`src/rtl/ctrl_unit_seq.sv`:
```
// Hardwired T-state control sequencer for the 32-bit bus CPU.
// Fetch runs in T0-T2, then the opcode-specific execute steps; owns run/halt status.
module ctrl_unit_seq #(
   parameter int unsigned IR_W            = 32,
   parameter bit          HALT_ON_ILLEGAL = 1'b0
) (
   input  logic            clk,
   input  logic            reset,
   input  logic [IR_W-1:0] IR,
   input  logic            con_ff,
   input  logic            stop,
   output logic            run,
   output logic            PCout,
   output logic            MDRout,
   output logic            Zlowout,
   output logic            HIout,
   output logic            LOout,
   output logic            INout,
   output logic            Cout,
   output logic            BAout,
   output logic            Rout,
   output logic            PCin,
   output logic            IRin,
   output logic            MARin,
   output logic            MDRin,
   output logic            Yin,
   output logic            Zin,
   output logic            Rin,
   output logic            CONin,
   output logic            OUT_Portin,
   output logic            Gra,
   output logic            Grb,
   output logic            Grc,
   output logic            IncPC,
   output logic            Read,
   output logic            read_mem,
   output logic            write_mem,
   output logic            CON_RESET,
   output logic            ADD,
   output logic            SUB,
   output logic            AND,
   output logic            OR,
   output logic            SHR,
   output logic            SHRA,
   output logic            SHL,
   output logic            ROR,
   output logic            ROL,
   output logic            NEG,
   output logic            NOT
);

   localparam int unsigned OP_W  = 5;
   localparam int unsigned ALU_W = 11;

   localparam logic [OP_W-1:0] OP_LD   = 5'b00000;
   localparam logic [OP_W-1:0] OP_LDI  = 5'b00001;
   localparam logic [OP_W-1:0] OP_ST   = 5'b00010;
   localparam logic [OP_W-1:0] OP_ADD  = 5'b00011;
   localparam logic [OP_W-1:0] OP_SUB  = 5'b00100;
   localparam logic [OP_W-1:0] OP_AND  = 5'b00101;
   localparam logic [OP_W-1:0] OP_OR   = 5'b00110;
   localparam logic [OP_W-1:0] OP_ROR  = 5'b00111;
   localparam logic [OP_W-1:0] OP_ROL  = 5'b01000;
   localparam logic [OP_W-1:0] OP_SHR  = 5'b01001;
   localparam logic [OP_W-1:0] OP_SHRA = 5'b01010;
   localparam logic [OP_W-1:0] OP_SHL  = 5'b01011;
   localparam logic [OP_W-1:0] OP_ADDI = 5'b01100;
   localparam logic [OP_W-1:0] OP_ANDI = 5'b01101;
   localparam logic [OP_W-1:0] OP_ORI  = 5'b01110;
   localparam logic [OP_W-1:0] OP_NEG  = 5'b10001;
   localparam logic [OP_W-1:0] OP_NOT  = 5'b10010;
   localparam logic [OP_W-1:0] OP_BR   = 5'b10011;
   localparam logic [OP_W-1:0] OP_JR   = 5'b10100;
   localparam logic [OP_W-1:0] OP_IN   = 5'b10110;
   localparam logic [OP_W-1:0] OP_OUT  = 5'b10111;
   localparam logic [OP_W-1:0] OP_MFHI = 5'b11000;
   localparam logic [OP_W-1:0] OP_MFLO = 5'b11001;
   localparam logic [OP_W-1:0] OP_NOP  = 5'b11010;
   localparam logic [OP_W-1:0] OP_HALT = 5'b11011;

   // One-hot ALU select ordered {ADD,SUB,AND,OR,SHR,SHRA,SHL,ROR,ROL,NEG,NOT}
   localparam logic [ALU_W-1:0] A_ADD  = 11'b10000000000;
   localparam logic [ALU_W-1:0] A_SUB  = 11'b01000000000;
   localparam logic [ALU_W-1:0] A_AND  = 11'b00100000000;
   localparam logic [ALU_W-1:0] A_OR   = 11'b00010000000;
   localparam logic [ALU_W-1:0] A_SHR  = 11'b00001000000;
   localparam logic [ALU_W-1:0] A_SHRA = 11'b00000100000;
   localparam logic [ALU_W-1:0] A_SHL  = 11'b00000010000;
   localparam logic [ALU_W-1:0] A_ROR  = 11'b00000001000;
   localparam logic [ALU_W-1:0] A_ROL  = 11'b00000000100;
   localparam logic [ALU_W-1:0] A_NEG  = 11'b00000000010;
   localparam logic [ALU_W-1:0] A_NOT  = 11'b00000000001;

   typedef enum logic [3:0] {
      S_RST, S_T0, S_T1, S_T2, S_T3, S_T4, S_T5, S_T6, S_T7, S_HALT
   } state_e;

   typedef enum logic [3:0] {
      C_LD, C_LDI, C_ST, C_ALU_R, C_ALU_I, C_UNARY, C_BR, C_JR,
      C_IN, C_OUT, C_MFHI, C_MFLO, C_NOP, C_HALT
   } cls_e;

   state_e            state_q, state_d;
   logic [OP_W-1:0]   opcode_q, opcode_d;
   logic [OP_W-1:0]   ir_op;
   logic              unused_ir;
   cls_e              cls;
   state_e            last_st;
   logic [ALU_W-1:0]  alu_oh;
   logic              alu_en;
   logic              in_exec;

   assign ir_op     = IR[IR_W-1 -: OP_W];
   assign unused_ir = ^IR[IR_W-OP_W-1:0];

   always_ff @(posedge clk or negedge reset) begin
      if (!reset) begin
         state_q  <= S_RST;
         opcode_q <= '0;
      end else begin
         state_q  <= state_d;
         opcode_q <= opcode_d;
      end
   end

   // Instruction class, final execute state and ALU select of the latched opcode
   always_comb begin
      cls     = C_NOP;
      last_st = S_T3;
      alu_oh  = '0;
      case (opcode_q)
         OP_LD:   begin cls = C_LD;    last_st = S_T7; end
         OP_LDI:  begin cls = C_LDI;   last_st = S_T5; end
         OP_ST:   begin cls = C_ST;    last_st = S_T7; end
         OP_ADD:  begin cls = C_ALU_R; last_st = S_T5; alu_oh = A_ADD;  end
         OP_SUB:  begin cls = C_ALU_R; last_st = S_T5; alu_oh = A_SUB;  end
         OP_AND:  begin cls = C_ALU_R; last_st = S_T5; alu_oh = A_AND;  end
         OP_OR:   begin cls = C_ALU_R; last_st = S_T5; alu_oh = A_OR;   end
         OP_ROR:  begin cls = C_ALU_R; last_st = S_T5; alu_oh = A_ROR;  end
         OP_ROL:  begin cls = C_ALU_R; last_st = S_T5; alu_oh = A_ROL;  end
         OP_SHR:  begin cls = C_ALU_R; last_st = S_T5; alu_oh = A_SHR;  end
         OP_SHRA: begin cls = C_ALU_R; last_st = S_T5; alu_oh = A_SHRA; end
         OP_SHL:  begin cls = C_ALU_R; last_st = S_T5; alu_oh = A_SHL;  end
         OP_ADDI: begin cls = C_ALU_I; last_st = S_T5; alu_oh = A_ADD;  end
         OP_ANDI: begin cls = C_ALU_I; last_st = S_T5; alu_oh = A_AND;  end
         OP_ORI:  begin cls = C_ALU_I; last_st = S_T5; alu_oh = A_OR;   end
         OP_NEG:  begin cls = C_UNARY; last_st = S_T4; alu_oh = A_NEG;  end
         OP_NOT:  begin cls = C_UNARY; last_st = S_T4; alu_oh = A_NOT;  end
         OP_BR:   begin cls = C_BR;    last_st = S_T6; end
         OP_JR:   cls = C_JR;
         OP_IN:   cls = C_IN;
         OP_OUT:  cls = C_OUT;
         OP_MFHI: cls = C_MFHI;
         OP_MFLO: cls = C_MFLO;
         OP_NOP:  cls = C_NOP;
         OP_HALT: cls = C_HALT;
         default: cls = HALT_ON_ILLEGAL ? C_HALT : C_NOP;
      endcase
   end

   // Next state and strobe decode
   always_comb begin
      state_d  = state_q;
      opcode_d = opcode_q;
      alu_en   = 1'b0;
      {PCout, MDRout, Zlowout, HIout, LOout, INout, Cout, BAout, Rout} = '0;
      {PCin, IRin, MARin, MDRin, Yin, Zin, Rin, CONin, OUT_Portin} = '0;
      {Gra, Grb, Grc, IncPC, Read, read_mem, write_mem, CON_RESET} = '0;
      {ADD, SUB, AND, OR, SHR, SHRA, SHL, ROR, ROL, NEG, NOT} = '0;

      case (state_q)
         S_RST: state_d = S_T0;
         S_T0: begin
            IncPC = 1'b1; PCin = 1'b1; MARin = 1'b1; CON_RESET = 1'b1;
            state_d = S_T1;
         end
         S_T1: begin
            Read = 1'b1; read_mem = 1'b1; MDRin = 1'b1;
            state_d = S_T2;
         end
         S_T2: begin
            MDRout = 1'b1; IRin = 1'b1;
            opcode_d = ir_op;
            state_d  = S_T3;
         end
         S_T3: begin
            state_d = S_T4;
            case (cls)
               C_LD, C_LDI, C_ST:  begin Grb = 1'b1; BAout = 1'b1; Yin = 1'b1; end
               C_ALU_R, C_ALU_I:   begin Grb = 1'b1; Rout = 1'b1; Yin = 1'b1; end
               C_UNARY: begin Grb = 1'b1; Rout = 1'b1; alu_en = 1'b1; Zin = 1'b1; end
               C_BR:    begin Gra = 1'b1; Rout = 1'b1; CONin = 1'b1; end
               C_JR:    begin Gra = 1'b1; Rout = 1'b1; PCin = 1'b1; end
               C_IN:    begin INout = 1'b1; Gra = 1'b1; Rin = 1'b1; end
               C_OUT:   begin Gra = 1'b1; Rout = 1'b1; OUT_Portin = 1'b1; end
               C_MFHI:  begin HIout = 1'b1; Gra = 1'b1; Rin = 1'b1; end
               C_MFLO:  begin LOout = 1'b1; Gra = 1'b1; Rin = 1'b1; end
               default: ;
            endcase
         end
         S_T4: begin
            state_d = S_T5;
            case (cls)
               C_LD, C_LDI, C_ST: begin Cout = 1'b1; ADD = 1'b1; Zin = 1'b1; end
               C_ALU_R: begin Grc = 1'b1; Rout = 1'b1; alu_en = 1'b1; Zin = 1'b1; end
               C_ALU_I: begin Cout = 1'b1; alu_en = 1'b1; Zin = 1'b1; end
               C_UNARY: begin Zlowout = 1'b1; Gra = 1'b1; Rin = 1'b1; end
               C_BR:    begin PCout = 1'b1; Yin = 1'b1; end
               default: ;
            endcase
         end
         S_T5: begin
            state_d = S_T6;
            case (cls)
               C_LD, C_ST: begin Zlowout = 1'b1; MARin = 1'b1; end
               C_LDI, C_ALU_R, C_ALU_I: begin Zlowout = 1'b1; Gra = 1'b1; Rin = 1'b1; end
               C_BR:    begin Cout = 1'b1; ADD = 1'b1; Zin = 1'b1; end
               default: ;
            endcase
         end
         S_T6: begin
            state_d = S_T7;
            case (cls)
               C_LD:    begin Read = 1'b1; read_mem = 1'b1; MDRin = 1'b1; end
               C_ST:    begin Gra = 1'b1; Rout = 1'b1; MDRin = 1'b1; end
               C_BR:    begin Zlowout = 1'b1; PCin = con_ff; end
               default: ;
            endcase
         end
         S_T7: begin
            state_d = S_T0;
            case (cls)
               C_LD:    begin MDRout = 1'b1; Gra = 1'b1; Rin = 1'b1; end
               C_ST:    write_mem = 1'b1;
               default: ;
            endcase
         end
         S_HALT:  state_d = S_HALT;
         default: state_d = S_RST;
      endcase

      if (alu_en) begin
         {ADD, SUB, AND, OR, SHR, SHRA, SHL, ROR, ROL, NEG, NOT} = alu_oh;
      end

      in_exec = (state_q == S_T3) || (state_q == S_T4) || (state_q == S_T5) ||
                (state_q == S_T6) || (state_q == S_T7);

      // stop is only honoured at an instruction boundary
      if (in_exec && (state_q == last_st)) begin
         state_d = ((cls == C_HALT) || stop) ? S_HALT : S_T0;
      end

      run = (state_q != S_RST) && (state_q != S_HALT);
   end

endmodule

```
`config.mk`:
```
export PLATFORM = sky130hd
export DESIGN_NAME = ctrl_unit_seq
export DESIGN_NICKNAME = d
export VERILOG_FILES = /design/src/rtl/ctrl_unit_seq.sv
export SDC_FILE = /design/constraint.sdc
export NUM_CORES = 1
export LEC_CHECK = 0
export ABC_AREA = 1
export CORE_MARGIN = 8
export CORE_UTILIZATION = 41
export DETAILED_ROUTE_END_ITERATION = 10
export GPL_TIMING_DRIVEN = 0
export PLACE_DENSITY = 0.87
export SYNTH_ARGS = -nofsm -noshare
export SYNTH_HDL_FRONTEND = slang
export SYNTH_SLANG_ARGS = --single-unit
```
`constraint.sdc`:
```
create_clock -name clk -period 5.54 [get_ports clk]
set_clock_uncertainty 0.2 [all_clocks]
set_input_delay 1.385 -clock clk [delete_from_list [all_inputs] [get_ports clk]]
set_output_delay 1.385 -clock clk [all_outputs]
set_load 0.005 [all_outputs]
```
==> results.md, run 1 <==
* Status: completed
* GR Overflow Total at 0
* Cell chain of the critical path: clkdlybuf4s50_1, nand3_1, o211ai_1, clkdlybuf4s50_1
* # port buffers at 46
* First-pass DRT Iterations at 5
* Post-synth top flop: dfrtp_1
* Synthesized area at 1247 µm²
* Clock Path Buffers at 2
* Skew-Pair Late Insertion Delay at 0.26 ns
* Pins Over Slew Limit at 0
* Initial Util at 0.4189
* GPL Wtd Cong at 0.9298
* # DRC at 0
* Avg Cell Area, Syn at 5.696 µm²
* Clock-pin slew on the worst setup and hold paths at 0.05 ns
* Unrepaired setup endpoints after global routing: false
* Num ports at 74
* CTS Sinks at 9
* Worst Hold Class: reg2reg
* # diodes at 0
* Worst setup EP type: output pin
* Total negative slack at 0 ns
* H-tree Lvls at 1
* Initial antenna violation count at 0
* Share of cells above drive strength 1 at 0.1784
* Setup WS pre-CTS at 1.421 ns
* Aggregate routed wire length at 3751 µm
* Lkg Pwr at 0.8412 nW
* Largest area contributor in the netlist: dfrtp_1
* Post-CTS Hold Buffers at 0
* Max IR drop VDD at 0.0002504 V
* GRT Util Overall at 0.1497
* Post-CTS setup buffers at 0
* Syn. warnings at 0
* CTS tree: built
* Die area at 5064 µm²
* Gate Count Post-Synth at 219
* Critical path class: in2out
* Chip width at 71.16 µm
* TritonCTS buffer count at 3
* Net count after synthesis at 255
* Distinct cells, synth at 28
* Worst slew margin at 0.7240
* # setup viols final at 0
* Pin count of the biggest net entering global routing at 11
* Final #Nets at 306
* First-pass GRT wire length at 6382 µm
* Max-cap viol count at 0
* Post-synth top cells: nand2_1 (53), nor2_1 (33), inv_1 (23)
* Final hold violation count at 0
* Vias in the first global route at 1486
* CP Data Required Time at 3.95 ns
* Count leader, synth: nand2_1
* Final Power at 0.9017 mW
* CP startpoint kind: input port
* Die Y at 71.16 µm
* Vias/cell at 5.192
* Clk root buf: clkbuf_4
* Sequential-to-total area share from yosys stat at 0.1805
* Slack of the critical path at 1.420 ns
* Max Clock Freq at 242.7 MHz
* Main area contributors after synthesis: dfrtp_1 (18%), nand2_1 (16%), nor2_1 (9.9%)
* Final Cycle Share at 0.7437
* Antenna viol nets, final at 0
* Area of the core at 2978 µm²
* Cell area power density at 507.9 nW/µm²
* Actual slew at the worst max-slew pin at 0.4125 ns
* Post-CTS Resized at 0
* Avg WL per Cell at 12.42 µm
* Crit-path max cell delay at 0.53 ns
* Slowest CP cell: clkdlybuf4s50_1
* Critical Path AT at 2.53 ns
* Worst Path Max Fanout at 1
* Dpl hpwl at 3151 µm
* Share of synthesized flip-flops with an asynchronous set or reset at 1.000
* Cell mode on critical path: clkdlybuf4s50_1
* Post-synthesis register bit count at 9
* Rows at 20
* Routed vias at 1568
* Area grow syn2layout at 42.33%
* Top cell type's share of synthesized area at 0.1805
* Tmin final at 4.120 ns
* Post-synth EDFFs at 0
* DR iter-0 viols at 145
metrics by stage:
step / instances / hold WS, ns / instance area (µm²) / utilization
after floorplan: 219 / 0.3506 / 1247 / -
after global placement: 298 / 0.3809 / 1749 / 0.5874
after detailed placement: 298 / 0.3860 / 1749 / 0.5874
after CTS: 302 / 0.3948 / 1775 / 0.5962
after global routing: 302 / 0.4491 / 1775 / 0.5962
final: 302 / 0.3943 / 1775 / 0.5962
cells by family after synthesis:
logic type	after synthesis	synth area share
AOI/OAI and AO/OA	27	0.1254
buffers and inverters	43	0.1484
DFF	9	0.1805
and+or+nand+nor	140	0.5456
area by class of cell:
class                   instances  area [µm²]
plain buffers                   7       46.29
clock buffers                   4       26.28
fillers                       308        1202
inverters                      36       138.9
multi-input cells             167       837.1
flip-flops and latches          9       225.2
well taps                      33       41.29
repair buffers                 46       460.4
worst max-delay path, delay by kind of cell:
family                 cells  cell delay (ns)
and+or+nand+nor            1             0.07
buffers and inverters      2             0.99
AOI/OAI and AO/OA          1             0.09
placed cells by master, fill, tap and decap left out:
cell and count:
clkbuf_4 3, a21oi_2 1, nor2_2 11, inv_2 9, o21ai_0 15, buf_6 1
nand3_1 21, clkinv_2 1, nand4_1 7, a21oi_1 6, dfrtp_1 9, clkbuf_1 1
buf_4 2, nor2_4 5, nand3_2 3, o22ai_1 1, inv_4 1, o221ai_1 1
o211ai_1 1, inv_1 23, nand2_2 4, clkinv_1 2, nand2_4 1, nand2_1 53
nor2_1 33, nor3_1 1, buf_2 4, a22oi_1 1, nand4_2 1, clkdlybuf4s50_1 46
a211oi_2 1
power breakdown:
| group | internal, mW | switching [mW] |
|---|---|---|
| clock | 0.0276 | 0.0213 |
| combinational | 0.280 | 0.439 |
| sequential | 0.0995 | 0.0345 |
layer usage:
metal  GRT usage  vias up  routed length (µm)
met4     0.06928        0                  55
met5           0        -                   0
li1            -      792                   -
met1      0.1806      690                1603
met3     0.02684        7                 302
met2      0.2490       79                1790
sequential cells by signal (all words and copies together), names as in the netlist:
signal    flops
opcode_q      5
state_q       4
worst paths after layout:
path                                    startpoint                       to  slack [ns]  cells past startpoint
max reg2reg                opcode_q[3]$_DFFE_PN0P_     state_q[3]$_DFF_PN0_        3.74                     10
max                                         con_ff                     PCin        1.42                      4
min in group asynchronous                    reset  opcode_q[0]$_DFFE_PN0P_        1.20                      1
min                           state_q[3]$_DFF_PN0_     state_q[1]$_DFF_PN0_        0.39                      3
max in group asynchronous                    reset     state_q[1]$_DFF_PN0_        3.67                      1
min reg2reg                   state_q[3]$_DFF_PN0_     state_q[1]$_DFF_PN0_        0.39                      3
No activity file was read; power rests on OpenSTA's default activity.
==> inputs of run 2 (changes only) <==
- CORE_UTILIZATION: 41 -> 38
- PLACE_DENSITY: 0.87 -> 0.81
- clock period: 5.54 -> 3.97 ns (I/O delays scaled with it)
==> run 2 against run 1 <==
Compared with the run above: combinational power up 39%; non-clock buffer count unchanged; final cell count up 4.3%; cell area up 0.92%; worst hold slack about the same; global-route usage down 0.69 points; register-to-register slack worse by 1.6 ns; die area up 6.1%; sequential power up 37%; wire length down 0.16%; critical path type is now reg2out; critical endpoint is now SHRA; largest cell class unchanged; highest routed layer unchanged.
==> results.md, run 2 (same netlist as run 1, synthesis figures left out) <==
* Cell chain of the critical path: inv_1, nand2_1, a211oi_2, nand2_1, nand2_2, inv_4, nor2_2, clkdlybuf4s50_1
* Status: completed
* First-pass DRT Iterations at 5 (unchanged)
* H-tree Lvls at 1 (unchanged)
* # DRC at 0 (unchanged)
* # port buffers at 46 (unchanged)
* Fillers at 346 (+12%)
* Lkg Pwr at 0.8412 nW (unchanged)
* Multi-input logic area at 837.1 µm² (unchanged)
* Area of the core at 3232 µm² (+8.5%)
* Logic pwr share at 0.800 (+0.003)
* Sw Share at 0.5477 (-0.0009169)
* Crit-path max cell delay at 0.50 ns (-0.03 ns)
* Pins Over Slew Limit at 0 (unchanged)
* Area grow syn2layout at 43.63%
* Die Y at 73.30 µm (+3.0%)
* Routed vias at 1553 (-0.96%)
* Placed standard-cell area at 1765 µm² (+0.93%)
* Initial antenna violation count at 0 (unchanged)
* Tmin final at 3.491 ns
* Worst Path Max Fanout at 9 (+8)
* CTS tree: built
* Critical Path AT at 2.30 ns (-0.23 ns)
* Vias/cell at 4.930 (-5.0%)
* Slack of the critical path at 0.4788 ns (-0.9414 ns)
* Antenna viol nets, final at 0 (unchanged)
* Cell area power density at 700.8 nW/µm² (+38%)
* Worst slew margin at 0.7402 (+0.01617)
* Max IR drop VDD at 0.0003206 V (+28%)
* Critical path class: reg2out
* Most frequent cells in the layout: nand2_1 (53), clkdlybuf4s50_1 (46), nor2_1 (33), inv_1 (23), nand3_1 (21)
* CTS Sinks at 9 (unchanged)
* Post-CTS setup buffers at 0 (unchanged)
* Pin count of the biggest net entering global routing at 11 (unchanged)
* Vias in the first global route at 1453 (-2.2%)
* Avg WL per Cell at 11.89 µm (-4.3%)
* CP startpoint kind: register
* Initial Util at 0.3860 (-0.03292)
* Unrepaired setup endpoints after global routing: false
* Top Registers: opcode_q x5, state_q x4
* Worst Hold Class: reg2reg
* Clock-pin slew on the worst setup and hold paths at 0.05 ns (about the same)
* Most common cell after layout, fill and taps aside: nand2_1
* Cell mode on critical path: nand2_1
* Post-CTS Resized at 0 (unchanged)
* P_sw at 0.6877 mW (+39%)
* Final #Nets at 306 (unchanged)
* Final core utilization at 0.5544 (-0.04182)
* Worst setup EP type: output pin
* Die area at 5372 µm² (+6.1%)
* GPL Wtd Cong at 0.8807 (-5.3%)
* Clock power frac at 0.054 (about the same)
* Chip width at 73.30 µm (+3.0%)
* Max reg flops at 5 (unchanged)
* Final Cell Area at 1792 µm² (+0.92%)
* Sequential cell area at 225.2 µm² (unchanged)
* Skew-Pair Late Insertion Delay at 0.26 ns (about the same)
* Setup WS pre-CTS at 0.6256 ns (-0.7950 ns)
* Num ports at 74 (unchanged)
* Sequential share of power at 0.146 (-0.003)
* CP Data Required Time at 2.78 ns (-1.17 ns)
* Aggregate routed wire length at 3745 µm (-0.16%)
* First-pass GRT wire length at 6244 µm (-2.2%)
* Post-CTS Hold Buffers at 0 (unchanged)
* Biggest register: opcode_q
* Max Clock Freq at 286.4 MHz
* Clk root buf: clkbuf_4
* GRT Util Overall at 0.1428 (-0.006889)
* DR iter-0 viols at 130 (-10%)
* GR Overflow Total at 0 (unchanged)
* Clock Path Buffers at 2 (unchanged)
* Slowest CP cell: clkdlybuf4s50_1
* Actual slew at the worst max-slew pin at 0.3883 ns (-0.02417 ns)
* Final hold violation count at 0 (unchanged)
* Internal power at 0.5679 mW (+40%)
* Final Cycle Share at 0.8794
* TritonCTS buffer count at 3 (unchanged)
* # diodes at 0 (unchanged)
* # setup viols final at 0 (unchanged)
* Rows at 21 (+5.0%)
* Max-cap viol count at 0 (unchanged)
* Dpl hpwl at 3183 µm (+1.0%)
* Total negative slack at 0 ns (unchanged)
* Share of cells above drive strength 1 at 0.1784 (unchanged)
run 2: cell counts in the layout (fill, tap and decap cells not counted):
Identical to the previous run, type by type.
run 2: final cells by class:
cell class	instances	area share
plain buffers	7	0.02584
clock buffers	4	0.01466
inverters	36	0.07751
multi-input cells	167	0.4672
flip-flops and latches	9	0.1257
well taps	46	0.03212
repair buffers	46	0.2570
run 2: per-stage QoR:
stage	power, mW	instances	hold WS [ns]
after global placement	1.180	311	0.3880
after detailed placement	1.187	311	0.3928
final	1.256	315	0.3948
after global routing	1.393	315	0.4260
after CTS	1.262	315	0.4003
after floorplan	0.8591	219	0.3506
run 2: per-layer routing:
metal	wire, µm	global-route usage	vias to the layer above
met5	0	0	-
met4	75	0.06430	0
met3	275	0.02456	9
met1	1644	0.1663	687
met2	1750	0.2473	60
li1	-	-	797
run 2: worst paths after layout:
check,start,end,slack [ns],depth (start not counted)
worst min-delay path,state_q[3]$_DFF_PN0_,state_q[1]$_DFF_PN0_,0.39,3
worst max register to register,opcode_q[2]$_DFFE_PN0P_,state_q[3]$_DFF_PN0_,2.13,9
min in group asynchronous,reset,state_q[2]$_DFF_PN0_,0.82,1
worst min register to register,state_q[3]$_DFF_PN0_,state_q[1]$_DFF_PN0_,0.39,3
worst max-delay path,opcode_q[0]$_DFFE_PN0P_,SHRA,0.48,8
max in group asynchronous,reset,opcode_q[2]$_DFFE_PN0P_,2.48,1
run 2: worst max-delay path, delay by kind of cell, from the launching register on:
kind                   cells  cell delay, ns
AOI/OAI and AO/OA          1            0.33
buffers and inverters      3            0.74
DFF                        1            0.42
and+or+nand+nor            4            0.54
run 2: power by group through the flow:
stage	Clock [mW]	Combinational (mW)	Sequential, mW
after floorplan	0	0.683	0.177
after global placement	0	0.996	0.184
after detailed placement	0	1.00	0.185
after CTS	0.0707	1.01	0.183
after global routing	0.0756	1.13	0.188
final	0.0680	1.00	0.183
